--- config.mk ---
export PLATFORM = sky130hd
export DESIGN_NAME = core_alu_md
export DESIGN_NICKNAME = d
export VERILOG_FILES = /design/src/rtl/core_alu_md_pkg.sv /design/src/rtl/core_alu_md_muldiv_iter.sv /design/src/rtl/core_alu_md.sv
export SDC_FILE = /design/constraint.sdc
export NUM_CORES = 1
export LEC_CHECK = 0
export ABC_AREA = 1
export BUFFER_PORTS_ARGS = -buffer_cell sky130_fd_sc_hd__buf_4
export CORE_MARGIN = 1.5
export CORE_UTILIZATION = 35
export DETAILED_ROUTE_END_ITERATION = 12
export PLACE_DENSITY = 0.54
export SYNTH_ARGS = -nofsm -noshare
export SYNTH_HDL_FRONTEND = slang
export SYNTH_SLANG_ARGS = --single-unit
--- constraint.sdc ---
create_clock -name clk -period 4.8 [get_ports clk]
set_input_delay 0.72 -clock clk [delete_from_list [all_inputs] [get_ports clk]]
set_output_delay 0.72 -clock clk [all_outputs]
set_load 0.1 [all_outputs]
--- src/rtl/core_alu_md_pkg.sv ---
// Shared definitions for the ALU / multiply-divide block: function codes,
// FSM state encoding and operation-class helpers.
package core_alu_md_pkg;

    localparam int ALU_FUNC_W = 5;
    typedef logic [ALU_FUNC_W-1:0] alu_func_t;

    localparam alu_func_t FN_ADD    = 5'd0;
    localparam alu_func_t FN_SUB    = 5'd1;
    localparam alu_func_t FN_XOR    = 5'd2;
    localparam alu_func_t FN_OR     = 5'd3;
    localparam alu_func_t FN_AND    = 5'd4;
    localparam alu_func_t FN_SLL    = 5'd5;
    localparam alu_func_t FN_SRL    = 5'd6;
    localparam alu_func_t FN_SRA    = 5'd7;
    localparam alu_func_t FN_SLT    = 5'd8;
    localparam alu_func_t FN_SLTU   = 5'd9;
    localparam alu_func_t FN_MUL    = 5'd10;
    localparam alu_func_t FN_MULH   = 5'd11;
    localparam alu_func_t FN_MULHSU = 5'd12;
    localparam alu_func_t FN_MULHU  = 5'd13;
    localparam alu_func_t FN_DIV    = 5'd14;
    localparam alu_func_t FN_DIVU   = 5'd15;
    localparam alu_func_t FN_REM    = 5'd16;
    localparam alu_func_t FN_REMU   = 5'd17;

    typedef enum logic [1:0] {
        ST_IDLE = 2'd0,
        ST_CALC = 2'd1,
        ST_DONE = 2'd2
    } md_state_t;

    function automatic logic fn_is_mul(input alu_func_t f);
        return (f >= FN_MUL) && (f <= FN_MULHU);
    endfunction

    function automatic logic fn_is_div(input alu_func_t f);
        return (f >= FN_DIV) && (f <= FN_REMU);
    endfunction

    function automatic logic fn_div_signed(input alu_func_t f);
        return (f == FN_DIV) || (f == FN_REM);
    endfunction

    function automatic logic fn_a_signed(input alu_func_t f);
        return (f == FN_MULH) || (f == FN_MULHSU) || fn_div_signed(f);
    endfunction

    function automatic logic fn_b_signed(input alu_func_t f);
        return (f == FN_MULH) || fn_div_signed(f);
    endfunction

    // Upper product half for MULH*, remainder for REM*.
    function automatic logic fn_hi(input alu_func_t f);
        return (f == FN_MULH) || (f == FN_MULHSU) || (f == FN_MULHU) ||
               (f == FN_REM) || (f == FN_REMU);
    endfunction

endpackage

--- src/rtl/core_alu_md_muldiv_iter.sv ---
// Radix-2 iterative multiply/divide engine: magnitudes loaded on start, one
// step per cycle for XLEN cycles, sign-corrected result valid with o_done.
module core_muldiv_iter
    import core_alu_md_pkg::*;
#(
    parameter int XLEN = 32
) (
    input  logic            clk,
    input  logic            rst,
    input  logic            i_start,
    input  logic            i_is_div,
    input  logic            i_hi,
    input  logic            i_a_signed,
    input  logic            i_b_signed,
    input  logic [XLEN-1:0] i_a,
    input  logic [XLEN-1:0] i_b,
    output logic            o_done,
    output logic [XLEN-1:0] o_res
);
    localparam int CW = $clog2(XLEN);

    logic              r_busy;
    logic [CW-1:0]     r_cnt;
    logic [2*XLEN-1:0] r_p;
    logic [XLEN-1:0]   r_b;
    logic              r_is_div, r_hi, r_neg_main, r_neg_rem;

    logic              w_a_neg, w_b_neg;
    logic [XLEN-1:0]   w_a_mag, w_b_mag, w_quot, w_rem;
    logic [XLEN:0]     w_sum, w_shift, w_diff;
    logic [2*XLEN-1:0] w_p_nxt, w_prod;

    assign w_a_neg = i_a_signed & i_a[XLEN-1];
    assign w_b_neg = i_b_signed & i_b[XLEN-1];
    assign w_a_mag = w_a_neg ? (~i_a + 1'b1) : i_a;
    assign w_b_mag = w_b_neg ? (~i_b + 1'b1) : i_b;

    // r_p holds {acc, low} for multiply and {remainder, quotient} for divide.
    always_comb begin
        w_sum   = {1'b0, r_p[2*XLEN-1:XLEN]} + (r_p[0] ? {1'b0, r_b} : '0);
        w_shift = {r_p[2*XLEN-1:XLEN], r_p[XLEN-1]};
        w_diff  = w_shift - {1'b0, r_b};
        if (r_is_div) begin
            w_p_nxt = w_diff[XLEN] ? {w_shift[XLEN-1:0], r_p[XLEN-2:0], 1'b0}
                                   : {w_diff[XLEN-1:0],  r_p[XLEN-2:0], 1'b1};
        end else begin
            w_p_nxt = {w_sum, r_p[XLEN-1:1]};
        end
    end

    assign w_prod = r_neg_main ? (~w_p_nxt + 1'b1) : w_p_nxt;
    assign w_quot = r_neg_main ? (~w_p_nxt[XLEN-1:0] + 1'b1) : w_p_nxt[XLEN-1:0];
    assign w_rem  = r_neg_rem ? (~w_p_nxt[2*XLEN-1:XLEN] + 1'b1) : w_p_nxt[2*XLEN-1:XLEN];
    assign o_res  = r_is_div ? (r_hi ? w_rem : w_quot)
                             : (r_hi ? w_prod[2*XLEN-1:XLEN] : w_prod[XLEN-1:0]);
    assign o_done = r_busy && (r_cnt == CW'(XLEN-1));

    always_ff @(posedge clk) begin
        if (rst) begin
            r_busy <= 1'b0;
            r_cnt  <= '0;
        end else if (i_start) begin
            r_busy <= 1'b1;
            r_cnt  <= '0;
        end else if (r_busy) begin
            r_cnt <= r_cnt + 1'b1;
            if (o_done) r_busy <= 1'b0;
        end
    end

    always_ff @(posedge clk) begin
        if (i_start) begin
            r_p        <= {{XLEN{1'b0}}, w_a_mag};
            r_b        <= w_b_mag;
            r_is_div   <= i_is_div;
            r_hi       <= i_hi;
            r_neg_main <= w_a_neg ^ w_b_neg;
            r_neg_rem  <= w_a_neg;
        end else if (r_busy) begin
            r_p <= w_p_nxt;
        end
    end

endmodule

--- src/rtl/core_alu_md.sv ---
// ALU with multiply/divide extension behind a valid/ready request/response
// handshake; basic ops finish in one CALC cycle, mul/div iterate XLEN cycles.
module core_alu_md
    import core_alu_md_pkg::*;
#(
    parameter int XLEN     = 32,
    parameter int FAST_MUL = 0
) (
    input  logic                  clk,
    input  logic                  rst,
    input  logic                  req_valid_in,
    output logic                  req_ready_out,
    input  logic [ALU_FUNC_W-1:0] func_in,
    input  logic [XLEN-1:0]       opnum1_in,
    input  logic [XLEN-1:0]       opnum2_in,
    output logic                  resp_valid_out,
    input  logic                  resp_ready_in,
    output logic [XLEN-1:0]       res_out,
    output logic                  busy_out
);
    localparam int SHW = $clog2(XLEN);
    localparam logic [XLEN-1:0] MOST_NEG = {1'b1, {(XLEN-1){1'b0}}};

    md_state_t              r_state, w_state_nxt;
    alu_func_t              r_func;
    logic [XLEN-1:0]        r_op1, r_op2, r_res;
    logic                   r_iter;
    logic                   w_accept, w_div_special, w_start, w_iter_done;
    logic                   w_div_zero, w_div_ovf;
    logic [XLEN-1:0]        w_iter_res, w_fast_res;
    logic [SHW-1:0]         w_shamt;
    logic signed [2*XLEN-1:0] w_ma, w_mb, w_mprod;

    assign w_accept      = req_valid_in && (r_state == ST_IDLE);
    assign w_div_special = fn_is_div(func_in) && ((opnum2_in == '0) ||
                           (fn_div_signed(func_in) && (opnum1_in == MOST_NEG) && (opnum2_in == '1)));
    assign w_start       = w_accept && ((fn_is_div(func_in) && !w_div_special) ||
                                        (fn_is_mul(func_in) && (FAST_MUL == 0)));

    core_muldiv_iter #(.XLEN(XLEN)) u_iter (
        .clk        (clk),
        .rst        (rst),
        .i_start    (w_start),
        .i_is_div   (fn_is_div(func_in)),
        .i_hi       (fn_hi(func_in)),
        .i_a_signed (fn_a_signed(func_in)),
        .i_b_signed (fn_b_signed(func_in)),
        .i_a        (opnum1_in),
        .i_b        (opnum2_in),
        .o_done     (w_iter_done),
        .o_res      (w_iter_res)
    );

    assign w_shamt    = r_op2[SHW-1:0];
    assign w_div_zero = (r_op2 == '0);
    assign w_div_ovf  = fn_div_signed(r_func) && (r_op1 == MOST_NEG) && (r_op2 == '1);
    assign w_ma       = {{XLEN{fn_a_signed(r_func) & r_op1[XLEN-1]}}, r_op1};
    assign w_mb       = {{XLEN{fn_b_signed(r_func) & r_op2[XLEN-1]}}, r_op2};
    assign w_mprod    = w_ma * w_mb;

    // Single-cycle results; div entries only cover the zero/overflow shortcuts.
    always_comb begin
        w_fast_res = '0;
        case (r_func)
            FN_ADD:    w_fast_res = r_op1 + r_op2;
            FN_SUB:    w_fast_res = r_op1 - r_op2;
            FN_XOR:    w_fast_res = r_op1 ^ r_op2;
            FN_OR:     w_fast_res = r_op1 | r_op2;
            FN_AND:    w_fast_res = r_op1 & r_op2;
            FN_SLL:    w_fast_res = r_op1 << w_shamt;
            FN_SRL:    w_fast_res = r_op1 >> w_shamt;
            FN_SRA:    w_fast_res = XLEN'($signed(r_op1) >>> w_shamt);
            FN_SLT:    w_fast_res = {{(XLEN-1){1'b0}}, $signed(r_op1) < $signed(r_op2)};
            FN_SLTU:   w_fast_res = {{(XLEN-1){1'b0}}, r_op1 < r_op2};
            FN_MUL:    w_fast_res = (FAST_MUL != 0) ? w_mprod[XLEN-1:0] : '0;
            FN_MULH, FN_MULHSU, FN_MULHU:
                       w_fast_res = (FAST_MUL != 0) ? w_mprod[2*XLEN-1:XLEN] : '0;
            FN_DIV, FN_DIVU:
                       w_fast_res = w_div_zero ? '1 : (w_div_ovf ? r_op1 : '0);
            FN_REM, FN_REMU:
                       w_fast_res = w_div_zero ? r_op1 : '0;
            default:   w_fast_res = '0;
        endcase
    end

    always_comb begin
        w_state_nxt = r_state;
        case (r_state)
            ST_IDLE: if (req_valid_in) w_state_nxt = ST_CALC;
            ST_CALC: if (!r_iter || w_iter_done) w_state_nxt = ST_DONE;
            ST_DONE: if (resp_ready_in) w_state_nxt = ST_IDLE;
            default: w_state_nxt = ST_IDLE;
        endcase
    end

    always_ff @(posedge clk) begin
        if (rst) begin
            r_state <= ST_IDLE;
            r_res   <= '0;
            r_iter  <= 1'b0;
        end else begin
            r_state <= w_state_nxt;
            if (w_accept) r_iter <= w_start;
            if ((r_state == ST_CALC) && (w_state_nxt == ST_DONE))
                r_res <= r_iter ? w_iter_res : w_fast_res;
        end
    end

    always_ff @(posedge clk) begin
        if (w_accept) begin
            r_func <= func_in;
            r_op1  <= opnum1_in;
            r_op2  <= opnum2_in;
        end
    end

    assign req_ready_out  = (r_state == ST_IDLE);
    assign resp_valid_out = (r_state == ST_DONE);
    assign busy_out       = (r_state != ST_IDLE);
    assign res_out        = r_res;

endmodule

Yosys cells after proc, flatten, opt, wreduce, memory -nomap -nowiden
Cells that the tools add are included.
- memories: 0
- word-level logic and storage cells: 131
- bits in latches: 0
- flip-flop bits (word level): 210
- bits in read-only memories: 0
- input port bits: 73
- memory bits (writable): 0
- output and inout port bits: 35
- reductions and logical operators: 34
- multiplexer cells: 25
- $mul: 0
- equal/unequal tests: 27
- order comparisons: 6
- shift operators: 3
- div/mod/pow operators: 0
- add/sub/neg operators: 10
- bitwise operators: 11
- operator list (kind ; number):
    $mux 32 ; 14
    $pmux 32 s12 ; 1
    $mux 64 ; 3
    $add 32x1->32 const B ; 4
    $eq 32x32->1 const B ; 4
    $not 32->32 ; 4
    $add 64x1->64 const B ; 1
    $logic_not 32->1 ; 2
    $lt 32x32->1 ; 2
    $not 64->64 ; 1
    $eq 5x4->1 const B ; 8
    $add 32x32->33 ; 1
    $sub 33x32->33 ; 1
    $add 32x32->32 ; 1
    $and 32x32->32 ; 1
    $or 32x32->32 ; 1
    $shl 32x5->32 ; 1
    $shr 32x5->32 ; 1
    $sshr 32x5->32 ; 1
    $sub 32x32->32 ; 1
    $xor 32x32->32 ; 1
    $eq 5x5->1 const B ; 5
    $eq 5x3->1 const B ; 4
    $logic_and 1x1->1 ; 12
    other kinds (19) ; 41

Logic depth before layout (Yosys ltp)
- depth after elaboration: 11
- gate-level depth with buffers: 38
- mapped depth without buffers: 38

Modules after synthesis
From an unflattened synthesis, not the netlist that was laid out.
- cells, all modules: 5156
- area total of the unflattened synthesis: 29540.8 µm²
- by module, submodules not included (module ; cells each ; seq. area each (µm²) ; times used ; area an instance (µm²)):
    core_muldiv_iter ; 2593 ; 2802.7 ; 1 ; 14903.0
    core_alu_md ; 2563 ; 2772.7 ; 1 ; 14637.8

Least setup slack after synthesis
No wires, ideal clock.
- path type: reg-to-reg
- from: register r_state[0]
- to: register u_iter.r_p[16] (data pin)
- arrival time: 5.144 ns
- setup time: 0.319 ns
- clock period less this slack: 5.463 ns
- stages on the path, launching flop included: 8
- path buffers: 1
- path slack: -0.663 ns
- required time: 4.481 ns
- cell sequence: dfxtp_1 > nor2_1 > nand2_1 > inv_1 > nand2_2 > inv_2 > clkbuf_1 > o21ai_0
- word-level cells in the longest chain between the ends: 4
- ends and longest elaborated chain (item ; line ; source):
    start: declaration ; core_alu_md.sv:24 ; md_state_t r_state, w_state_nxt;
    start signal: assignment ; core_alu_md.sv:102 ; r_state <= w_state_nxt;
    $logic_not 2->1 ; -- ;
    named net req_ready_out ; core_alu_md.sv:12 ; output logic req_ready_out,
    $logic_and 1x1->1 ; core_alu_md.sv:34 ; assign w_accept = req_valid_in && (r_state == ST_IDLE);
    named net w_accept ; core_alu_md.sv:28 ; logic w_accept, w_div_special, w_start, w_iter_done;
    $logic_and 1x1->1 ; core_alu_md.sv:37 ; assign w_start = w_accept && ((fn_is_div(func_in) && !w_div_special) ||
    named net u_iter.i_start ; core_alu_md_muldiv_iter.sv:10 ; input logic i_start,
    $mux 32 ; core_alu_md_muldiv_iter.sv:72 ; if (i_start) begin
    end signal: assignment ; core_alu_md_muldiv_iter.sv:73 ; r_p <= {{XLEN{1'b0}}, w_a_mag};
    end signal: assignment ; core_alu_md_muldiv_iter.sv:80 ; r_p <= w_p_nxt;
    end: declaration ; core_alu_md_muldiv_iter.sv:24 ; logic [2*XLEN-1:0] r_p;
The timed path passes the listed nets, and every way through them passes these cells.
A chain may end at the register's enable or synchronous reset.

Worst setup path in the final report
- from: register r_op2[0]
- to: register r_res[8], in the netlist res_out[8]
- word-level cells in the longest chain between the ends: 6
- elaborated cells between the ends (all ways): 13
- those cells by class: add/sub (2); eq/ne (1); shift (3); mux (5); reduce/logical (2)
- ends and longest elaborated chain (item ; line ; source):
    start: declaration ; core_alu_md.sv:26 ; logic [XLEN-1:0] r_op1, r_op2, r_res;
    start signal: assignment ; core_alu_md.sv:113 ; r_op2 <= opnum2_in;
    parallel branches: the longest is 4 deep, another holds $sub 32x32->32 ; -- ;
    $pmux 32 s12 * ; core_alu_md.sv:64 ; case (r_func)
    $mux 32 * ; core_alu_md.sv:105 ; r_res <= r_iter ? w_iter_res : w_fast_res;
    end signal: assignment ; core_alu_md.sv:105 ;
    end: declaration ; core_alu_md.sv:26 ;
Mark *: on every way between the ends.

==> reports/qor.yml <==
fin_crit_sh_pct: 96.4
avgSynthCellArea_um2: 6.03
maxSlewViolCount: 0
max_stage_delay_ns: 0.61
r2r_end: "res_out[8]$_SDFFE_PP0P_"
core_mm2: 0.0757
worstSkewPairLatency_ns: 0.61
crit_slowest_cell: "edfxtp_1"
vias: 31700
antenna_found_initial: 4
grt_pass1_vias: 29600
path_buf_inv: 1
gp_congestion: 1.05
powerDensity_mw_per_mm2: 375
cts_buffer_depth: 3
cp_common_cell: "nand2_1"
internal_power_mw: 5.40
peakVddDrop_mv: 0.352
wire_per_inst_um: 24.8
row_count: 101
path_class: "flip-flop to flip-flop"
cts_made_buffers: 29
r2r_cells: 16
drive_gt1_share_pct: 9.85
cp.depth: 16
cp-end-kind: "flip-flop"
worst-path-max-fanout: 9
fin_worst_skew_ns: 0.0136
clockPowerShare_pct: 20.0
critPathRequiredTime_ns: 5.27
die_h_um: 279
reg2reg_slack_ns: 0.17
dp_hpwl_mm: 112
nets: 4781
firstDrtPassIters: 8
clkSlewWorstSetupHoldPaths_ns: 0.06
yosysWarnings: 0
hold_class: "primary input to flip-flop"
grt_pass1_wl_mm: 198
ioPinCount: 108
regToRegStartpoint: "r_op2[0]$_DFFE_PP_"
swShare_pct: 52.4
crit_start: "r_op2[0]$_DFFE_PP_"
ys_async_sr_fraction_pct: 0
cts.sinks: 210
finalCriticalPeriod_ns: 4.63
drt-total-wl_mm: 138
hold_slack_ns: 0.335
drt-initial-drc-count: 3668
synth-seq-cells: 210
syn_area_mm2: 0.0267
synth_top_area_cell: "nand2_1"
synth_edf_count: 137
maxCapViolCount: 0
ys.flop_type: "edfxtp_1"
syn-num-nets: 4673
fmax_mhz: 216
grt_max_degree: 70
yosysSeqAreaShare_pct: 20.9
ys_types: 66
grt_usage_pct: 34.4
drcViolationCount: 0
worstPathArrival_ns: 5.10
start_util_pct: 35.3
die-area_mm2: 0.0780
syn_inst: 4428
startpoint_type: "flip-flop"
cp_top_family: "compound AO/OA/AOI/OAI gates"
place_inst: 5479
netSwitchingPower_mw: 5.94
root_buffer: "clkbuf_16"
h-tree-depth: 1
ant_nets: 0
io_buffers: 107
postCtsHoldBufs: 0
die_w_um: 279
relSlewSlack_pct: 17.9
crit_end: "res_out[8]$_SDFFE_PP0P_"
synth_top_area_share_pct: 16.0
place_area_mm2: 0.0291
crit_chain: "ha_1 -> fa_1 -> nand2_1 -> nand2_1 -> nand2_1 -> nand2_1 -> nand2_1 -> nand2_1 -> a21oi_1 -> o21ai_0 -> inv_1 -> a21oi_1 -> a311oi_1 -> o21ai_0 -> a21oi_1 -> a21oi_1"
setup_viol: 0
seqPwrFrac_pct: 21.6
cts_tree: "built"
synth.most_common_cell: "nand2_1"
stdcell_count: 5538
status: "finished clean"
overflow: 0
p_leak_nw: 14.7
synth_common_cells: "nand2_1 (1140), inv_1 (612), o21ai_0 (388), nor2_1 (375), nand3_1 (338)"
yosys-top-cells-area: "nand2_1 (16%), edfxtp_1 (15%), inv_1 (8.6%)"
area_delta_synth_final_pct: 13.1
p_comb_share_pct: 58.4
via_per_inst: 5.72
worstMarginPinSlew_ns: 1.23
finalHoldViolations: 0
design_area_mm2: 0.0302
-- per-layer routing --
metal  GRT usage (%)  vias up  part of all wire (%)
met5               0        -                 0.028
met4            20.5        6                   7.1
met3            5.08      407                   7.8
met2            57.1     1522                    45
met1            42.2    14800                    40
li1                -    15000                     -
-- sequential cells by signal, indices dropped and copies added, names as in the netlist, 2 cells and up --
name / count
r_func: 5
r_op1: 32
r_op2: 32
r_state: 2
res_out: 32
u_iter.r_b: 32
u_iter.r_cnt: 5
u_iter.r_p: 64
-- per-stage QoR --
| step | utilization, % | setup WS (ns) | power (mW) | setup TNS [ns] |
|---|---|---|---|---|
| final | 39.9 | 0.175 | 11.3 | 0 |
| after global routing | 39.9 | -0.00778 | 12.0 | -0.00880 |
| after CTS | 39.8 | 0.108 | 11.2 | 0 |
| after detailed placement | 38.5 | 0.149 | 8.90 | 0 |
| after global placement | 38.5 | 0.282 | 8.93 | 0 |
| after floorplan | - | 0.520 | 6.52 | 0 |
-- logic make-up (layout without fill, tap and decap cells) --
kind of cell | count (synthesis) | in the layout | share of synthesized area (%)
flops | 210 | 210 | 20.9
xor+xnor | 87 | 87 | 2.85
buf+inv | 815 | 946 | 11.8
other cells | 0 | 1 | 0
compound gates | 1001 | 1001 | 21.2
simple gates | 2128 | 2128 | 34.5
mux | 15 | 15 | 0.562
fa+ha+maj | 172 | 172 | 8.17
-- layout by cell type (no fill, tap or decap), types with 21 or more instances in the layout --
cell type / Yosys / routed
o221ai_1: 21 / 21
nor2_1: 375 / 370
o21ai_0: 388 / 388
o22ai_1: 58 / 58
nand2_2: 30 / 30
a21oi_1: 337 / 337
xnor2_1: 30 / 30
nand4_1: 63 / 63
nand3b_1: 26 / 26
edfxtp_1: 137 / 137
xor2_1: 57 / 57
dfxtp_1: 73 / 73
or2_2: 28 / 28
nand2_1: 1140 / 1139
clkbuf_16: 0 / 30
buf_4: 3 / 247
o211ai_1: 30 / 30
o21ai_1: 23 / 23
nor2_2: 19 / 22
nor4_1: 25 / 25
nand3_1: 338 / 335
nor3_1: 48 / 48
inv_1: 612 / 609
ha_1: 168 / 168
-- what timing repair did --
| item | in CTS | in global routing |
|---|---|---|
| buffers inserted | 0 | 3 |
| gates resized for setup | 0 | 12 |
| setup endpoints to repair | 0 | 19 |
-- power groups by stage --
stage	Sequential [mW]	Clock, mW	Combinational, mW
detailed placement	2.48	0	6.42
finish	2.45	2.27	6.62
global route	2.46	2.36	7.18
global placement	2.48	0	6.46
floorplan	2.48	0	4.04
CTS	2.44	2.30	6.46
-- worst min-delay path by stage --
| stage | from | end | slack, ns | cells after the start |
|---|---|---|---|---|
| 2_1_floorplan | u_iter.r_cnt[4]$_SDFFE_PP0P_ | u_iter.r_cnt[4]$_SDFFE_PP0P_ | 0.45 | 2 |
| 4_1_cts | opnum1_in[15] | r_op1[15]$_DFFE_PP_ | 0.32 | 1 |
| 3_3_place_gp | u_iter.r_cnt[4]$_SDFFE_PP0P_ | u_iter.r_cnt[4]$_SDFFE_PP0P_ | 0.45 | 2 |
| 3_5_place_dp | u_iter.r_cnt[4]$_SDFFE_PP0P_ | u_iter.r_cnt[4]$_SDFFE_PP0P_ | 0.46 | 2 |
| 5_1_grt | opnum1_in[15] | r_op1[15]$_DFFE_PP_ | 0.32 | 1 |
| 6_report | opnum1_in[15] | r_op1[15]$_DFFE_PP_ | 0.33 | 1 |
-- cell type report --
type,instances,area (um2)
sequential,210,5580
clock buffer,34,776
clock inverter,20,209
fill,8453,45500
antenna,1,2.50
timing repair buffer,254,1980
inverter,638,2400
multi-input combinational,3403,18100
tap,978,1220
No activity file was read; power rests on OpenSTA's default activity.
